## src/rtl/osd_window_ctrl_if.sv

```systemverilog
// OSD bitmap RAM port: req/addr held until a 1-cycle ack with data.
// master = OSD controller, slave = shared RAM arbiter.
interface osd_window_ctrl_if #(
    parameter int ADDR_W = 11
);
    logic              req;
    logic [ADDR_W-1:0] addr;
    logic              ack;
    logic [7:0]        data;

    modport master (
        output req,
        output addr,
        input  ack,
        input  data
    );

    modport slave (
        input  req,
        input  addr,
        output ack,
        output data
    );
endinterface

```

## src/rtl/osd_window_ctrl.sv

```systemverilog
// OSD sequencer: measures the active raster, centres an OSD_W x OSD_H
// window in it, fetches bitmap bytes over mem and serialises them.
// Ports: CLK_VIDEO, RESET_N (async, low), ce_pix, hsync/vsync/hblank/vblank,
//   enable, bkgr_in[2:0] (sampled at vsync rise), mem (bitmap port, master),
//   osd_window, osd_pixel, osd_bkgr[2:0], underrun (sticky).
// Option: OSD_DOUBLE_Y_EN shows every bitmap line on two raster lines.
module osd_window_ctrl #(
    parameter int OSD_W  = 256,
    parameter int OSD_H  = 64,
    parameter int ADDR_W = 11,
    parameter int CNT_W  = 12
) (
    input  logic              CLK_VIDEO,
    input  logic              RESET_N,
    input  logic              ce_pix,
    input  logic              hsync,
    input  logic              vsync,
    input  logic              hblank,
    input  logic              vblank,
    input  logic              enable,
    input  logic [2:0]        bkgr_in,
    osd_window_ctrl_if.master mem,
    output logic              osd_window,
    output logic              osd_pixel,
    output logic [2:0]        osd_bkgr,
    output logic              underrun
);

`ifdef OSD_DOUBLE_Y_EN
    localparam int DY = 1;
`else
    localparam int DY = 0;
`endif

    localparam int WIN_H = OSD_H << DY;
    localparam int BPL   = OSD_W / 8;
    localparam int BIW   = $clog2(BPL + 1);

    localparam logic [CNT_W-1:0]  CMAX    = '1;
    localparam logic [CNT_W-1:0]  OSD_W_N = CNT_W'(OSD_W);
    localparam logic [CNT_W-1:0]  WIN_H_N = CNT_W'(WIN_H);
    localparam logic [CNT_W:0]    OSD_W_C = (CNT_W+1)'(OSD_W);
    localparam logic [CNT_W:0]    WIN_H_C = (CNT_W+1)'(WIN_H);
    localparam logic [BIW-1:0]    BPL_C   = BIW'(BPL);
    localparam logic [ADDR_W-1:0] BPL_A   = ADDR_W'(BPL);

    localparam logic [0:0] S_IDLE = 1'b0;
    localparam logic [0:0] S_REQ  = 1'b1;

    logic             hblank_d;
    logic             vsync_d;
    logic [CNT_W-1:0] hcnt;
    logic [CNT_W-1:0] vcnt;
    logic             line_act;
    logic [CNT_W-1:0] act_w;
    logic [CNT_W-1:0] h_start;
    logic [CNT_W-1:0] v_start;
    logic             en_f;

    logic [0:0]       state;
    logic [BIW-1:0]   byte_idx;
    logic [7:0]       pf;
    logic             pf_valid;
    logic             discard;
    logic [7:0]       sr;
    logic [3:0]       bc;

    logic             hb_rise;
    logic             vs_rise;
    logic             de;
    logic             pix;
    logic [CNT_W-1:0] hcnt_inc;
    logic             line_done;
    logic [CNT_W-1:0] act_h;
    logic [CNT_W-1:0] act_w_now;
    logic [CNT_W:0]   h_end;
    logic [CNT_W:0]   v_end;
    logic             in_v;
    logic             in_h;
    logic             win;
    logic             wpix;
    logic             need_load;
    logic [CNT_W-1:0] rel;
    logic [CNT_W-1:0] line_idx;
    logic             fetch_go;
    logic             ack_ok;
    logic             edge_clr;
    logic             unused_sig;

    assign unused_sig = hsync;

    assign hb_rise  = hblank & ~hblank_d;
    assign vs_rise  = vsync & ~vsync_d;
    assign edge_clr = hb_rise | vs_rise;
    assign de       = ~hblank & ~vblank;
    assign pix      = ce_pix & de;
    assign hcnt_inc = (hcnt == CMAX) ? hcnt : hcnt + 1'b1;

    // vcnt doubles as the active-line count; include a line that ends
    // on the very cycle vsync rises.
    assign line_done = hb_rise & line_act;
    assign act_h     = (line_done && vcnt != CMAX) ? vcnt + 1'b1 : vcnt;
    assign act_w_now = (pix && hcnt_inc > act_w) ? hcnt_inc : act_w;

    assign h_end = {1'b0, h_start} + OSD_W_C;
    assign v_end = {1'b0, v_start} + WIN_H_C;
    assign in_v  = en_f & (vcnt >= v_start) & ({1'b0, vcnt} < v_end);
    assign in_h  = (hcnt >= h_start) & ({1'b0, hcnt} < h_end);
    assign win   = in_v & de & in_h;
    assign wpix  = win & ce_pix;

    assign need_load = wpix & ((hcnt == h_start) | (bc == 4'd0));

    assign rel      = vcnt - v_start;
    assign line_idx = rel >> DY;

    // No launch on a line/frame edge: the request would carry stale
    // line and byte indices that the edge is about to reset.
    assign fetch_go = (state == S_IDLE) & in_v & ~pf_valid
                    & (byte_idx < BPL_C) & ~edge_clr;
    assign ack_ok   = (state == S_REQ) & mem.ack;

    always_ff @(posedge CLK_VIDEO or negedge RESET_N) begin
        if (!RESET_N) begin
            hblank_d <= 1'b0;
            vsync_d  <= 1'b0;
            hcnt     <= '0;
            vcnt     <= '0;
            line_act <= 1'b0;
            act_w    <= '0;
            h_start  <= '0;
            v_start  <= '0;
            en_f     <= 1'b0;
            osd_bkgr <= '0;
        end else begin
            hblank_d <= hblank;
            vsync_d  <= vsync;
            if (hb_rise) begin
                hcnt     <= '0;
                line_act <= 1'b0;
                vcnt     <= act_h;
            end else if (pix) begin
                hcnt     <= hcnt_inc;
                line_act <= 1'b1;
                if (hcnt_inc > act_w) begin
                    act_w <= hcnt_inc;
                end
            end
            if (vs_rise) begin
                h_start  <= (act_w_now - OSD_W_N) >> 1;
                v_start  <= (act_h - WIN_H_N) >> 1;
                en_f     <= enable & (act_w_now >= OSD_W_N)
                          & (act_h >= WIN_H_N);
                osd_bkgr <= bkgr_in;
                vcnt     <= '0;
                act_w    <= '0;
                line_act <= 1'b0;
            end
        end
    end

    always_ff @(posedge CLK_VIDEO or negedge RESET_N) begin
        if (!RESET_N) begin
            state      <= S_IDLE;
            mem.req    <= 1'b0;
            mem.addr   <= '0;
            byte_idx   <= '0;
            pf         <= '0;
            pf_valid   <= 1'b0;
            discard    <= 1'b0;
            sr         <= '0;
            bc         <= '0;
            osd_window <= 1'b0;
            osd_pixel  <= 1'b0;
            underrun   <= 1'b0;
        end else begin
            unique case (1'b1)
                (state == S_IDLE): begin
                    if (fetch_go) begin
                        state    <= S_REQ;
                        mem.req  <= 1'b1;
                        mem.addr <= ADDR_W'(line_idx) * BPL_A
                                  + ADDR_W'(byte_idx);
                    end
                end
                (state == S_REQ): begin
                    if (mem.ack) begin
                        state   <= S_IDLE;
                        mem.req <= 1'b0;
                    end
                end
            endcase

            // Load consumes the old pf first; a same-cycle ack refills it.
            if (need_load && pf_valid) begin
                pf_valid <= 1'b0;
            end
            if (ack_ok) begin
                discard <= 1'b0;
                if (!discard && !edge_clr) begin
                    pf       <= mem.data;
                    pf_valid <= 1'b1;
                    byte_idx <= byte_idx + 1'b1;
                end
            end
            // A request still in flight across a line edge is drained,
            // and its byte dropped when the ack eventually comes.
            if (edge_clr) begin
                byte_idx <= '0;
                pf_valid <= 1'b0;
                if (state == S_REQ && !mem.ack) begin
                    discard <= 1'b1;
                end
            end

            if (ce_pix) begin
                osd_window <= win;
                osd_pixel  <= 1'b0;
                if (win) begin
                    if (need_load) begin
                        if (pf_valid) begin
                            sr        <= {pf[6:0], 1'b0};
                            bc        <= 4'd7;
                            osd_pixel <= pf[7];
                        end else begin
                            bc       <= 4'd0;
                            underrun <= 1'b1;
                        end
                    end else begin
                        sr        <= {sr[6:0], 1'b0};
                        bc        <= bc - 1'b1;
                        osd_pixel <= sr[7];
                    end
                end
            end
        end
    end

endmodule

```

## src/flat_wrapper.sv

```systemverilog
// flat-port wrapper written by rule: the top's interface ports become plain ports
module osd_window_ctrl_flat 
#(
    parameter int OSD_W  = 256,
    parameter int OSD_H  = 64,
    parameter int ADDR_W = 11,
    parameter int CNT_W  = 12
)
  (CLK_VIDEO, RESET_N, ce_pix, hsync, vsync, hblank, vblank, enable, bkgr_in, osd_window, osd_pixel, osd_bkgr, underrun, mem_req, mem_addr, mem_ack, mem_data);
  osd_window_ctrl_if #(.ADDR_W(ADDR_W)) mem_i ();
  input  logic CLK_VIDEO;
  input  logic RESET_N;
  input  logic ce_pix;
  input  logic hsync;
  input  logic vsync;
  input  logic hblank;
  input  logic vblank;
  input  logic enable;
  input  logic [2:0] bkgr_in;
  output logic osd_window;
  output logic osd_pixel;
  output logic [2:0] osd_bkgr;
  output logic underrun;
  output wire logic [$bits(mem_i.req)-1:0] mem_req;
  output wire logic [$bits(mem_i.addr)-1:0] mem_addr;
  input wire logic [$bits(mem_i.ack)-1:0] mem_ack;
  input wire logic [$bits(mem_i.data)-1:0] mem_data;
  assign mem_req = mem_i.req;
  assign mem_addr = mem_i.addr;
  assign mem_i.ack = mem_ack;
  assign mem_i.data = mem_data;
  osd_window_ctrl #(.OSD_W(OSD_W), .OSD_H(OSD_H), .ADDR_W(ADDR_W), .CNT_W(CNT_W)) u_core (.CLK_VIDEO(CLK_VIDEO), .RESET_N(RESET_N), .ce_pix(ce_pix), .hsync(hsync), .vsync(vsync), .hblank(hblank), .vblank(vblank), .enable(enable), .bkgr_in(bkgr_in), .mem(mem_i), .osd_window(osd_window), .osd_pixel(osd_pixel), .osd_bkgr(osd_bkgr), .underrun(underrun));
endmodule
```

## config.mk

```make
export PLATFORM = sky130hd
export DESIGN_NAME = osd_window_ctrl_flat
export DESIGN_NICKNAME = d
export VERILOG_FILES = /design/src/rtl/osd_window_ctrl_if.sv /design/src/rtl/osd_window_ctrl.sv /design/src/flat_wrapper.sv
export SDC_FILE = /design/constraint.sdc
export NUM_CORES = 1
export LEC_CHECK = 0
export ABC_CLOCK_PERIOD_IN_PS = 3800
export CORE_MARGIN = 2
export CORE_UTILIZATION = 30
export DETAILED_ROUTE_END_ITERATION = 10
export PLACE_DENSITY = 0.59
export SYNTH_ARGS = -nofsm -noshare
export SYNTH_HDL_FRONTEND = slang
export SYNTH_SLANG_ARGS = --single-unit
```

## constraint.sdc

```tcl
create_clock -name CLK_VIDEO -period 3.8 [get_ports CLK_VIDEO]
set_input_delay 0.57 -clock CLK_VIDEO [delete_from_list [all_inputs] [get_ports CLK_VIDEO]]
set_output_delay 0.57 -clock CLK_VIDEO [all_outputs]
set_load 0.02 [all_outputs]
```

======== Yosys cells after proc, flatten, opt, wreduce, memory -nomap -nowiden ========
Index checks and enable logic that the tools add are counted.
operators by class
  $add $sub $neg .......................... 10
  multiply operators ...................... 0
  divide/modulo/power cells ............... 0
  magnitude comparators ................... 8
  equal/unequal tests ..................... 7
  shift operators ......................... 0
  muxes and demuxes ....................... 37
  bitwise operators ....................... 28
  reduce and logical (&&, ||, !) cells .... 24
operators by type and width
  operator                                                                 number
  12-bit two-way mux                                                       11
  12-bit by 1-bit adder with 12-bit output (second input constant)         2
  12-bit by 11-bit >= comparator with 1-bit output                         2
  1-bit AND                                                                19
  6-bit two-way mux                                                        3
  1-bit two-way mux                                                        17
  8-bit two-way mux                                                        2
  12-bit by 13-bit less-than comparator with 1-bit output                  1
  11-bit by 7-bit adder with 12-bit output (second input constant)         1
  11-bit by 9-bit adder with 12-bit output (second input constant)         1
  12-bit by 11-bit equality test with 1-bit output                         1
  12-bit equality test (second input constant)                             1
  12-bit by 7-bit >= comparator with 1-bit output (second input constant)  1
  12-bit by 9-bit >= comparator with 1-bit output (second input constant)  1
  12-bit greater-than comparator                                           1
  12-bit less-than comparator                                              1
  12-bit inequality test (second input constant)                           1
  2-bit nonzero test                                                       6
  12-bit by 7-bit subtractor with 12-bit output (second input constant)    1
  12-bit by 9-bit subtractor with 12-bit output (second input constant)    1
  11-bit by 6-bit adder with 11-bit output                                 1
  2-bit AND reduction                                                      5
  1-bit NOT                                                                7
  6-bit by 1-bit adder with 6-bit output (second input constant)           1
  other kinds (15)                                                         26
word-level totals
  bits in registers ....................... 109
  latch bits .............................. 0
  memory bits (writable) .................. 0
  bits in read-only memories .............. 0
  input port bits ......................... 20
  word-level logic and storage cells ...... 136
  memories kept ........................... 0

======== Longest topological paths before layout ========
  depth in word-level cells ............... 12
  gate-level depth with buffers ........... 20
  mapped depth without buffers ............ 18

======== Least setup slack after synthesis ========
No wires, ideal clock.
  kind .................................... register to register
  start ................................... reg u_core.hcnt[0]
  end ..................................... reg u_core.en_f
  setup time .............................. 0.067 ns
  data arrival time ....................... 3.843 ns
  data required time ...................... 3.733 ns
  setup slack ............................. -0.110 ns
  cell stages (with the launch flop) ...... 20
  buffers on the path ..................... 2
  clock period less this slack ............ 3.910 ns
  cells stage by stage .................... dfrtp_1 -> ha_1 -> nand2_1 -> nor4_2 -> nor3_1 -> xnor2_1 -> inv_1 -> ha_1 -> a21o_1 -> nand3_1 -> a21oi_1 -> o31a_1 -> clkbuf_1 -> buf_2 -> a21oi_1 -> ha_1 -> nor4b_1 -> nand4_1 -> nand4_1 -> a32o_1
on the way
  word-level cells in the longest chain between the ends .. 8
RTL lines
  element                                                                                  RTL line                text
  from (decl)                                                                              osd_window_ctrl.sv:52   logic [CNT_W-1:0] hcnt;
  from (signal assigned)                                                                   osd_window_ctrl.sv:143  hcnt <= hcnt_inc;
  12-bit by 1-bit adder with 12-bit output / 12-bit equality test (equally long branches)  osd_window_ctrl.sv:97   assign hcnt_inc = (hcnt == CMAX) ? hcnt : hcnt + 1'b1;
  12-bit two-way mux *                                                                     osd_window_ctrl.sv:97
  12-bit greater-than comparator                                                           osd_window_ctrl.sv:103  assign act_w_now = (pix && hcnt_inc > act_w) ? hcnt_inc : act_w;
  1-bit logical AND                                                                        osd_window_ctrl.sv:103
  12-bit two-way mux *                                                                     osd_window_ctrl.sv:103
  12-bit by 9-bit >= comparator with 1-bit output *                                        osd_window_ctrl.sv:152  en_f <= enable & (act_w_now >= OSD_W_N)
  1-bit AND *                                                                              osd_window_ctrl.sv:152
  1-bit AND *                                                                              osd_window_ctrl.sv:153  & (act_h >= WIN_H_N);
  to (signal assigned)                                                                     osd_window_ctrl.sv:152
  to (decl)                                                                                osd_window_ctrl.sv:58   logic en_f;
Every way passes the cells marked *; elsewhere a longest branch is shown, timed or not.
A chain may end at the register's enable or synchronous reset.

======== Worst setup path after layout ========
  start ................................... reg u_core.hcnt[6]
  end ..................................... reg u_core.en_f
The elaborated chain is that of the path after synthesis.

==> results.toml <==
[cells_and_area]
syn_to_final_growth_pct = 19.6
finalNetCount = 833
drive_gt1_share_pct = 13.4
multi_input_area_um2 = 3570
layout_commonest_cell = "dfrtp_1"
register_area_um2 = 2700
fillers = 2142
diodes = 0
final_area_um2 = 7810
final_cells = 1036
final_cell_mix = "dfrtp_1 (107), nand2_1 (64), inv_1 (58)"
utilization_pct = 36.8

[timing]
setup_tns_ps = 0
fin_ws_ps = 120
setup_violations = 0
max_slew_margin_pct = 52.8
worst_pin_slew_ps = 706
fmax_mhz = 272
drv_slew = 0
hold_viol_final = 0
fin_crit_ps = 3680
period_share_pct = 96.8
skew_ps = 9.13

[place]
port_buffers = 36
dpl.cell_count = 1019
dpl.hpwl_um = 11100
gp_congestion = 0.818
placed_cell_area_um2 = 7470
place_ws_ps = 59.2

[global_routing]
grt_pass1_vias = 5010
grt_max_degree = 109
antenna_found_initial = 0
grt_pass1_wl_um = 25000
track_usage_pct = 13.8
gr-total-overflow = 0

[yosys]
ys.flop_type = "dfrtp_1"
synth_cells = 690
synth-seq-cells = 108
yosys_warnings = 0
synth.avg_cell_area_um2 = 9.46
async_flop_share_pct = 100
yosysUniqueCellTypes = 67
ys_seq_area_share_pct = 41.4
synth_area_um2 = 6530
synth_nets = 767
synth_edf_count = 0

[setup_path]
crit_top_cell = "nand4_1"
critPathTopFamily = "simple AND/OR/NAND/NOR gates"
cp_max_fo = 6
slowest_delay_ps = 480
critPathKind = "reg -> reg"
crit_arrival_ps = 3930
endpoint_kind = "flop"
critPathBufInv = 0
crit_chain = "nand4_4 -> or2_2 -> and2_1 -> or3_2 -> ha_1 -> nand4_1 -> a211oi_2 -> o31a_1 -> nor2_1 -> a21o_1 -> ha_1 -> nor4b_2 -> nand4_1 -> nand4_1 -> a32o_1"
required_ps = 4050
cp-start-kind = "flop"
cp_slowest_cell = "or3_2"

[pwr]
power_density_nw_per_um2 = 346
ir_drop_mv = 0.228
power_leakage_nw = 3.58

[cts]
ctsLongestPathBuffers = 2
htree_levels = 3
path_clk_slew_ps = 70
numCtsBuffers = 9
cts.sinks = 108
insertion_delay_ps = 360
cts_hold_buffers = 0
cts_tree = "done"
cts_root_buffer = "clkbuf_16"

[floorplanning]
die-area_um2 = 23000
ios = 38
start_util_pct = 30.8
rows = 53
die_width_um = 152
core_area_um2 = 21200
die_height_um = 152

[detailed_routing]
drc_errors = 0
postRouteAntennaNets = 0
wl_per_cell_um = 14.3
wl_um = 14800
viasPerCell = 4.93
vias = 5107
first_pass_iters = 4
drt_iter0_markers = 226

[status]
outcome = "finished, final reports clean"

[flow_run]
maxCapViolCount = 0

[worst_hold_path]
hp-class = "in -> async"
[worst reg2reg max path, delay by kind of cell, from the launching register on]
family | cells | cell delay (ps)
AOI/OAI and AO/OA | 4 | 890
adders and majority gates | 2 | 540
DFF | 1 | 390
and+or+nand+nor | 9 | 1740
[registers in the layout, summed over array words and instances, names as in the netlist, named ones only]
| register | count |
|---|---|
| u_core.underrun | 1 |
| u_core.hcnt | 12 |
| u_core.en_f | 1 |
| u_core.line_act | 1 |
| u_core.pf_valid | 1 |
| u_core.state | 1 |
| u_core.vsync_d | 1 |
| u_core.v_start | 11 |
| u_core.bc | 4 |
| u_core.osd_bkgr | 3 |
| u_core.mem.req | 1 |
| u_core.act_w | 12 |
| u_core.osd_window | 1 |
| u_core.hblank_d | 1 |
| u_core.mem.addr | 11 |
| u_core.vcnt | 12 |
| u_core.h_start | 11 |
| u_core.osd_pixel | 1 |
| u_core.byte_idx | 6 |
| u_core.pf | 8 |
| u_core.sr | 7 |
[cell type report]
| cell class | count | share of cell area, % |
|---|---|---|
| Tap cell | 275 | 4.41 |
| Sequential cell | 108 | 34.6 |
| Multi-Input combinational cell | 504 | 45.7 |
| Clock buffer | 11 | 3.11 |
| Inverter | 58 | 2.79 |
| Clock inverter | 5 | 0.866 |
| Timing Repair Buffer | 75 | 8.49 |
[through the flow]
| step | total power [mW] | hold WS [ps] |
|---|---|---|
| after floorplan | 1.56 | 274 |
| after global placement | 1.72 | 447 |
| after detailed placement | 1.73 | 452 |
| after CTS | 2.73 | 305 |
| after global routing | 2.84 | 332 |
| final | 2.70 | 265 |
[routing by layer]
metal / track usage, % / share of wire [%] / wire length [um] / up-vias
met5: 0 / 0 / 0 / -
met4: 5.42 / 2.0 / 301 / 0
met3: 1.47 / 2.0 / 292 / 15
met2: 23.8 / 49 / 7200 / 49
met1: 17.8 / 47 / 7030 / 2445
li1: - / - / - / 2598
[Yosys cell counts, drive strengths merged (2+ instances only)]
| library cell | instances | area share [%] |
|---|---|---|
| xor2 | 10 | 1.3 |
| a21o | 16 | 1.8 |
| and4 | 4 | 0.54 |
| nor2 | 58 | 3.4 |
| buf | 8 | 0.63 |
| a211o | 2 | 0.27 |
| mux2 | 21 | 3.7 |
| and3 | 6 | 0.58 |
| ha | 56 | 11 |
| inv | 58 | 3.3 |
| a211oi | 3 | 0.35 |
| a2bb2oi | 6 | 0.81 |
| nor2b | 6 | 0.58 |
| o31ai | 3 | 0.35 |
| nor3 | 15 | 1.3 |
| and2 | 5 | 0.52 |
| a41oi | 2 | 0.27 |
| nand2b | 7 | 0.67 |
| or4 | 2 | 0.31 |
| clkbuf | 12 | 0.69 |
| o22ai | 8 | 0.77 |
| o211ai | 5 | 0.58 |
| o31a | 5 | 0.67 |
| a21oi | 28 | 2.1 |
| o2111ai | 4 | 0.54 |
| a31oi | 3 | 0.29 |
| nand3 | 30 | 2.3 |
| o311ai | 3 | 0.40 |
| or3 | 3 | 0.31 |
| a2111oi | 2 | 0.56 |
| xnor2 | 22 | 3.0 |
| nand4b | 4 | 0.63 |
| o21a | 2 | 0.23 |
| nand2 | 64 | 3.7 |
| mux2i | 4 | 0.61 |
| a31o | 3 | 0.40 |
| nand4 | 16 | 2.0 |
| o21ai | 52 | 4.0 |
| dfrtp | 108 | 41 |
| nor4 | 9 | 1.1 |
| or2 | 4 | 0.38 |
[final timing paths]
| check | startpoint | to | slack (ps) | cells past startpoint |
|---|---|---|---|---|
| max in group asynchronous | RESET_N | u_core.hcnt[2] | 3030 | 2 |
| hold / removal | RESET_N | u_core.byte_idx[2] | 260 | 2 |
| min in group CLK_VIDEO | u_core.underrun | u_core.underrun | 460 | 1 |
| setup reg to reg | u_core.hcnt[6] | u_core.en_f | 120 | 15 |
| hold reg to reg | u_core.underrun | u_core.underrun | 460 | 1 |
| setup / recovery | u_core.hcnt[6] | u_core.en_f | 120 | 15 |
[kinds of logic after synthesis]
family	count (synthesis)	synth area share, %
XOR/XNOR	33	4.66
adder cells (fa/ha/maj)	57	11.0
buffers and inverters	78	4.66
AND/OR/NAND/NOR	236	18.7
AO/OA/AOI/OAI	153	15.3
flip-flops	108	41.4
multiplexers	25	4.29
[power by group]
group          switching [mW]  total, mW  internal [mW]
combinational           0.255      0.450          0.195
sequential             0.0486       1.26           1.21
clock                   0.451      0.991          0.539
total                   0.755       2.70           1.95
[timing repair]
item,CTS,global route
buffers inserted,0,1
gates resized for setup,0,5
endpoints found under the setup margin,0,2
No activity file was read; power rests on OpenSTA's default activity.
